==> src/rtl/riscv_pkg.sv <==
// Shared definitions for the pipeline hazard controller: opcodes, forward-select
// encodings and the shadow-pipeline entry types.
package riscv_pkg;

    localparam int REG_W = 5;

    localparam logic [6:0] OP_R      = 7'b0110011;
    localparam logic [6:0] OP_I      = 7'b0010011;
    localparam logic [6:0] OP_LOAD   = 7'b0000011;
    localparam logic [6:0] OP_STORE  = 7'b0100011;
    localparam logic [6:0] OP_BRANCH = 7'b1100011;
    localparam logic [6:0] OP_JAL    = 7'b1101111;
    localparam logic [6:0] OP_JALR   = 7'b1100111;
    localparam logic [6:0] OP_LUI    = 7'b0110111;
    localparam logic [6:0] OP_AUIPC  = 7'b0010111;

    localparam logic [1:0] FWD_RF  = 2'b00;
    localparam logic [1:0] FWD_WB  = 2'b01;
    localparam logic [1:0] FWD_MEM = 2'b10;

    typedef logic [REG_W-1:0] reg_idx_t;

    typedef struct packed {
        reg_idx_t rs1;
        reg_idx_t rs2;
        reg_idx_t rd;
        logic     wr;
        logic     ld;
    } dec_t;

    typedef struct packed {
        reg_idx_t rd;
        logic     wr;
    } dst_t;

    // Memory-stage producer wins over writeback: it holds the newer value.
    function automatic logic [1:0] fwd_sel(input reg_idx_t src, input dst_t m, input dst_t w);
        if (src != '0 && m.wr && m.rd == src) begin
            return FWD_MEM;
        end else if (src != '0 && w.wr && w.rd == src) begin
            return FWD_WB;
        end
        return FWD_RF;
    endfunction

endpackage

==> src/rtl/hazard_decode.sv <==
// Combinational register-usage decode of the Decode-stage instruction.
module hazard_decode
    import riscv_pkg::*;
(
    input  logic [31:0] instr,
    output dec_t        dec
);

    logic [6:0] opcode;
    logic       use_rs1;
    logic       use_rs2;
    logic       writes;
    logic       unused_fields;

    assign opcode        = instr[6:0];
    assign unused_fields = ^{instr[31:25], instr[14:12]};

    always_comb begin
        use_rs1 = 1'b0;
        use_rs2 = 1'b0;
        writes  = 1'b0;
        case (opcode)
            OP_R: begin
                use_rs1 = 1'b1;
                use_rs2 = 1'b1;
                writes  = 1'b1;
            end
            OP_I, OP_LOAD, OP_JALR: begin
                use_rs1 = 1'b1;
                writes  = 1'b1;
            end
            OP_STORE, OP_BRANCH: begin
                use_rs1 = 1'b1;
                use_rs2 = 1'b1;
            end
            OP_JAL, OP_LUI, OP_AUIPC: begin
                writes = 1'b1;
            end
            default: begin
                use_rs1 = 1'b0;
                use_rs2 = 1'b0;
                writes  = 1'b0;
            end
        endcase
    end

    // x0 is never recorded as a destination, so it can never be forwarded or stall.
    always_comb begin
        dec     = '0;
        dec.rs1 = use_rs1 ? instr[19:15] : '0;
        dec.rs2 = use_rs2 ? instr[24:20] : '0;
        dec.wr  = writes && (instr[11:7] != '0);
        dec.rd  = dec.wr ? instr[11:7] : '0;
        dec.ld  = (opcode == OP_LOAD);
    end

endmodule

==> src/rtl/hazard_unit.sv <==
// Hazard controller: shadow E/M/W register-usage pipeline, operand forwarding,
// load-use stall, branch flush and saturating stall/flush event counters.
module hazard_unit
    import riscv_pkg::*;
#(
    parameter int CNT_W = 32
) (
    input  logic             clk,
    input  logic             reset,
    input  logic [31:0]      InstrD,
    input  logic             PCSrcE,
    output logic             StallF,
    output logic             StallD,
    output logic             FlushD,
    output logic             FlushE,
    output logic [1:0]       ForwardAE,
    output logic [1:0]       ForwardBE,
    output logic [CNT_W-1:0] stall_count,
    output logic [CNT_W-1:0] flush_count
);

    dec_t             dec_d;
    dec_t             e_d, e_q;
    dst_t             m_d, m_q;
    dst_t             w_d, w_q;
    logic [CNT_W-1:0] stall_cnt_d, stall_cnt_q;
    logic [CNT_W-1:0] flush_cnt_d, flush_cnt_q;
    logic             lw_stall;
    logic             hit_rs1;
    logic             hit_rs2;

    hazard_decode u_decode (
        .instr (InstrD),
        .dec   (dec_d)
    );

    always_comb begin
        hit_rs1  = (dec_d.rs1 != '0) && (dec_d.rs1 == e_q.rd);
        hit_rs2  = (dec_d.rs2 != '0) && (dec_d.rs2 == e_q.rd);
        lw_stall = e_q.ld && e_q.wr && (hit_rs1 || hit_rs2);
    end

    // A taken branch makes the Decode instruction wrong-path, so it overrides the stall.
    always_comb begin
        FlushD    = PCSrcE;
        FlushE    = lw_stall | PCSrcE;
        StallF    = lw_stall & ~PCSrcE;
        StallD    = lw_stall & ~PCSrcE;
        ForwardAE = fwd_sel(e_q.rs1, m_q, w_q);
        ForwardBE = fwd_sel(e_q.rs2, m_q, w_q);
    end

    always_comb begin
        e_d    = FlushE ? '0 : dec_d;
        m_d    = '0;
        m_d.rd = e_q.rd;
        m_d.wr = e_q.wr;
        w_d    = m_q;

        stall_cnt_d = stall_cnt_q;
        if (StallF && stall_cnt_q != '1) begin
            stall_cnt_d = stall_cnt_q + 1'b1;
        end
        flush_cnt_d = flush_cnt_q;
        if (PCSrcE && flush_cnt_q != '1) begin
            flush_cnt_d = flush_cnt_q + 1'b1;
        end
    end

    always_ff @(posedge clk) begin
        if (reset) begin
            e_q         <= '0;
            m_q         <= '0;
            w_q         <= '0;
            stall_cnt_q <= '0;
            flush_cnt_q <= '0;
        end else begin
            e_q         <= e_d;
            m_q         <= m_d;
            w_q         <= w_d;
            stall_cnt_q <= stall_cnt_d;
            flush_cnt_q <= flush_cnt_d;
        end
    end

    assign stall_count = stall_cnt_q;
    assign flush_count = flush_cnt_q;

endmodule

==> config.mk <==
export PLATFORM = sky130hd
export DESIGN_NAME = hazard_unit
export DESIGN_NICKNAME = d
export VERILOG_FILES = /design/src/rtl/riscv_pkg.sv /design/src/rtl/hazard_decode.sv /design/src/rtl/hazard_unit.sv
export SDC_FILE = /design/constraint.sdc
export NUM_CORES = 1
export LEC_CHECK = 0
export ABC_AREA = 1
export BUFFER_PORTS_ARGS = -buffer_cell sky130_fd_sc_hd__buf_2
export CAP_MARGIN = 30
export CORE_AREA = 2 2 104 106
export CTS_CLUSTER_SIZE = 30
export DETAILED_ROUTE_END_ITERATION = 6
export DIE_AREA = 0 0 106 108
export HOLD_SLACK_MARGIN = 0.03
export PLACE_DENSITY = 0.81
export SLEW_MARGIN = 20
export SYNTH_ARGS = -nofsm -noshare
export SYNTH_HDL_FRONTEND = slang
export SYNTH_HIERARCHICAL = 1
export SYNTH_SLANG_ARGS = --single-unit
==> constraint.sdc <==
create_clock -name clk -period 2.5 [get_ports clk]
set_clock_uncertainty 0.1 [all_clocks]
set_input_delay 0.5 -clock clk [delete_from_list [all_inputs] [get_ports clk]]
set_output_delay 0.5 -clock clk [all_outputs]
set_load 0.01 [all_outputs]
# [Word-level counts from Yosys, hierarchy flattened]
# Index checks and enable logic that the tools add are counted.
[op_classes] add_sub_neg=2 reduce_logical=26 n_mux=15 eq_ne=17 n_bitwise=4
[ops] cell="$add A32 B1 Y32 const B" n=2
[ops] cell="$ne A32 B32 Y1 const B" n=2
[ops] cell="$eq A5 B5 Y1" n=6
[ops] cell="$reduce_bool A5 Y1" n=5
[ops] cell="$eq A7 B6 Y1 const B" n=3
[ops] cell="$eq A7 B7 Y1 const B" n=3
[ops] cell="$logic_and A1 B1 Y1" n=15
[ops] cell="$eq A7 B5 Y1 const B" n=2
[ops] cell="$mux W2" n=6
[ops] cell="$mux W5" n=2
[ops] cell="$eq A7 B2 Y1 const B" n=1
[ops] cell="$mux W1" n=7
[ops] cell="$reduce_or A7 Y1" n=1
[ops] cell="$reduce_or A3 Y1" n=2
[ops] cell="$reduce_or A6 Y1" n=1
[ops] cell="$not A1 Y1" n=2
[ops] cell="$reduce_or A2 Y1" n=1
[ops] cell="$and A1 B1 Y1" n=1
[ops] cell="$logic_or A1 B1 Y1" n=1
[ops] cell="$or A1 B1 Y1" n=1
[totals] input_bits=35 ff_bits=93 output_inout_bits=72 word_cells=75

# [Longest topological paths before layout]
[logic_depth] depth_word=10 mapped_depth=18 mapped_depth_nobuf=18

# [By module]
# Netlist, hierarchy kept.
[by_module_without_submodules] module="hazard_unit" area_per_inst_um2=5455.2 instances=1 seq_area_each_um2=1861.8 cells_per_inst=824
[by_module_without_submodules] module="hazard_decode" area_per_inst_um2=354.1 instances=1 seq_area_each_um2=0.0 cells_per_inst=65

# [Worst setup path after synthesis]
# No wires, ideal clock.
[synth_timing] path_kind="input to output" start="input InstrD[3]" end="output StallF" t_arrival_ns=1.871 path_slack_ns=0.029 cell_stages=16 n_path_buf=1 required_ns=1.900 cell_sequence="nor2_2 -> inv_2 -> nor2_4 -> o211ai_4 -> nand3_4 -> nand2_1 -> inv_1 -> inv_1 -> nand2_1 -> nand2_1 -> nor2_1 -> nand3_1 -> nand2_2 -> nand3_2 -> inv_1 -> buf_4"
[synth_rtl] item="start: declaration" line_no="hazard_unit.sv:10" rtl="input logic [31:0] InstrD,"
[synth_rtl] item="end: declaration" line_no="hazard_unit.sv:12" rtl="output logic StallF,"

==> reports/qor.yml <==
placed_design:
  port_buffers: 96
  gp_congestion: 0.947
  hpwl_um: 10400
  dp.cells: 1127
power_and_ir_drop:
  ir_drop_uv: 237
  p_per_area_nw_per_um2: 376
  p_leak_nw: 2.83
clocking:
  cts_hold_buf: 0
  clkSlewWorstSetupHoldPaths_ps: 90
  cts_root_buffer: "clkbuf_8"
  clock_latency_ps: 360
  max-clock-path-buffers: 2
  cts_buffers: 9
  cts_tree: "done"
  clock-sinks: 93
  htreeDepth: 3
worst_setup_path:
  arrival_ps: 2020
  crit_top_cell: "nand2_2"
  path_max_fanout: 6
  cp.required_ps: 1900
  crit_path_end_kind: "output pin"
  worst_path_max_delay_cell: "o211ai_4"
  crit_path_start_kind: "input port"
  worstSetupPathType: "input port to output pin"
  slowest_delay_ps: 320
  crit_chain: "buf_2 -> inv_2 -> o211ai_4 -> nand3_4 -> nand2_2 -> inv_2 -> nand2_1 -> nand2_2 -> nor2_2 -> nand3_1 -> nand2_2 -> nand3_4 -> inv_4 -> buf_6"
timing:
  fin_tns_setup_ps: -366
  final.min_clock_period_ps: 2620
  drv_slew: 0
  timing.final.ws_setup_ps: -124
  period_share: 1.05
  tightest_slew_ps: 476
  max_freq_mhz: 381
  fin_hold_ws_ps: 318
  rsz0062_at_grt: "yes"
  setup_violations: 3
  relSlewSlack: 0.682
  finalHoldViolations: 0
drt:
  drc: 0
  first_iter_violations: 357
  drtPass1Iterations: 4
  via_per_inst: 5.00
  routed_wl_um: 14100
  post_drt_wl_per_cell_um: 12.3
  ant_nets: 0
  vias: 5746
synthesis:
  ys.flop_type: "dfxtp_1"
  seq_area_frac_synth: 0.320
  yosysWarnings: 6
  synth.most_common_cell: "nand2_1"
  synth-edff-count: 0
  postSynthCellCount: 889
  yosysUniqueCellTypes: 41
  async_reset_ff_frac: 0
  syn_nets: 926
  ys_ff_latch: 93
  synth.top_cell.area_share: 0.320
  avgSynthCellArea_um2: 6.53
  synth_common_cells: "nand2_1, nor2_1, inv_1"
  yosys-top-cells-area: "dfxtp_1, nand2_1, nor2_1"
  synth_area_um2: 5810
  yosysTopAreaCell: "dfxtp_1"
status:
  violations: "setup timing"
  outcome: "finished with violations"
final_layout:
  seqCellArea_um2: 1860
  fin_nets: 1045
  multi_input_area_um2: 3390
  areaGrowthSynthToFinish_pct: 18.4
  final-instance-count-excl-fill: 1149
  drive_above_1_share: 0.264
  antenna_cells: 0
  fillers: 945
  utilization: 0.672
floorplan:
  num_rows: 37
  die_y_um: 108
  ios: 107
  start_util: 0.568
  dieArea_um2: 11400
  core_area_um2: 10200
  fp.dieW_um: 106
global_routing:
  first_global_vias: 5331
  grt_first_pass_wirelength_um: 23500
  antenna_found_initial: 0
  grt_usage: 0.249
  grt_overflow: 0
  grt_max_degree: 31
job:
  drv_cap: 0
hold_path:
  min_path_type: "flop to flop"
-- routing by layer --
| layer | vias to the layer above | track usage | share of wire | wire length (µm) |
|---|---|---|---|---|
| met3 | 23 | 0.0518 | 0.058 | 820 |
| met5 | - | 0 | 0 | 0 |
| met4 | 0 | 0.0771 | 0.015 | 217 |
| li1 | 2984 | - | - | - |
| met2 | 149 | 0.441 | 0.49 | 6950 |
| met1 | 2590 | 0.305 | 0.43 | 6110 |
-- worst paths after layout --
path	start	end	slack [ps]	cells after the start
setup reg to reg	flush_count[0]	flush_count[18]	330	11
hold / removal	e_q[1]	m_q[0]	320	2
hold reg to reg	e_q[1]	m_q[0]	320	2
setup / recovery	InstrD[4]	StallD	-120	14
-- cells by family (layout without fill, tap and decap cells) --
kind of cell | after synthesis | after routing | synth area share
flops | 93 | 93 | 0.320
buf+inv | 140 | 264 | 0.107
fa+ha+maj | 2 | 2 | 0.00431
simple gates | 531 | 531 | 0.406
xor+xnor | 45 | 45 | 0.0678
compound gates | 78 | 78 | 0.0943
-- sequential cells by signal, indices dropped and copies added, names as in the netlist --
signal,flops
e_q,17
flush_count,32
m_q,6
stall_count,32
w_q,6
-- stage by stage --
| step | power [mW] | area [µm²] | setup WS, ps |
|---|---|---|---|
| 2_1_floorplan | 1.62 | 5810 | 29.4 |
| 5_1_grt | 2.69 | 6880 | -254 |
| 3_5_place_dp | 1.68 | 6530 | -197 |
| 6_report | 2.58 | 6880 | -124 |
| 4_1_cts | 2.59 | 6790 | -120 |
| 3_3_place_gp | 1.68 | 6530 | -143 |
-- cell type report --
class / count / share of cell area
Clock buffer: 10 / 0.0186
Clock inverter: 6 / 0.00691
Inverter: 117 / 0.0642
Multi-Input combinational cell: 656 / 0.493
Sequential cell: 93 / 0.271
Tap cell: 136 / 0.0247
Timing Repair Buffer: 131 / 0.122
-- critical path: cells and delay by family --
kind / cells / cell delay (ps)
and+or+nand+nor: 8 / 840
buffers and inverters: 5 / 380
AOI/OAI and AO/OA: 1 / 320
-- cells in the final DEF (no fill, tap or decap), types with 2 or more instances in the layout --
cell	count
nand2_1	251
nor2_1	142
inv_1	95
dfxtp_1	93
buf_2	91
nand2_2	36
buf_4	30
xor2_1	29
a21oi_2	29
nor3_1	26
a21oi_1	24
nand3_1	21
inv_2	20
o21ai_0	16
xnor2_1	16
nor2_2	12
nand4_1	11
clkbuf_8	9
nand3b_1	7
nor2_4	7
buf_6	4
nand3_4	3
nor3_2	3
nand3_2	3
clkinv_4	3
buf_12	3
o221ai_1	2
o2111ai_1	2
nor4_1	2
nand2_4	2
ha_1	2
buf_8	2
-- power breakdown --
| part | switching [mW] | internal (mW) |
|---|---|---|
| combinational | 0.106 | 0.0663 |
| sequential | 0.00541 | 1.49 |
| clock | 0.552 | 0.369 |
-- timing repair --
item / in CTS / in global routing
setup endpoints to repair: 3 / 34
hold endpoints to repair: 0 / 0
gates cloned: 0 / 2
pin swaps: 11 / 11
resized for setup: 22 / 18
buffers inserted: 3 / 1
No activity file was read; power rests on OpenSTA's default activity.
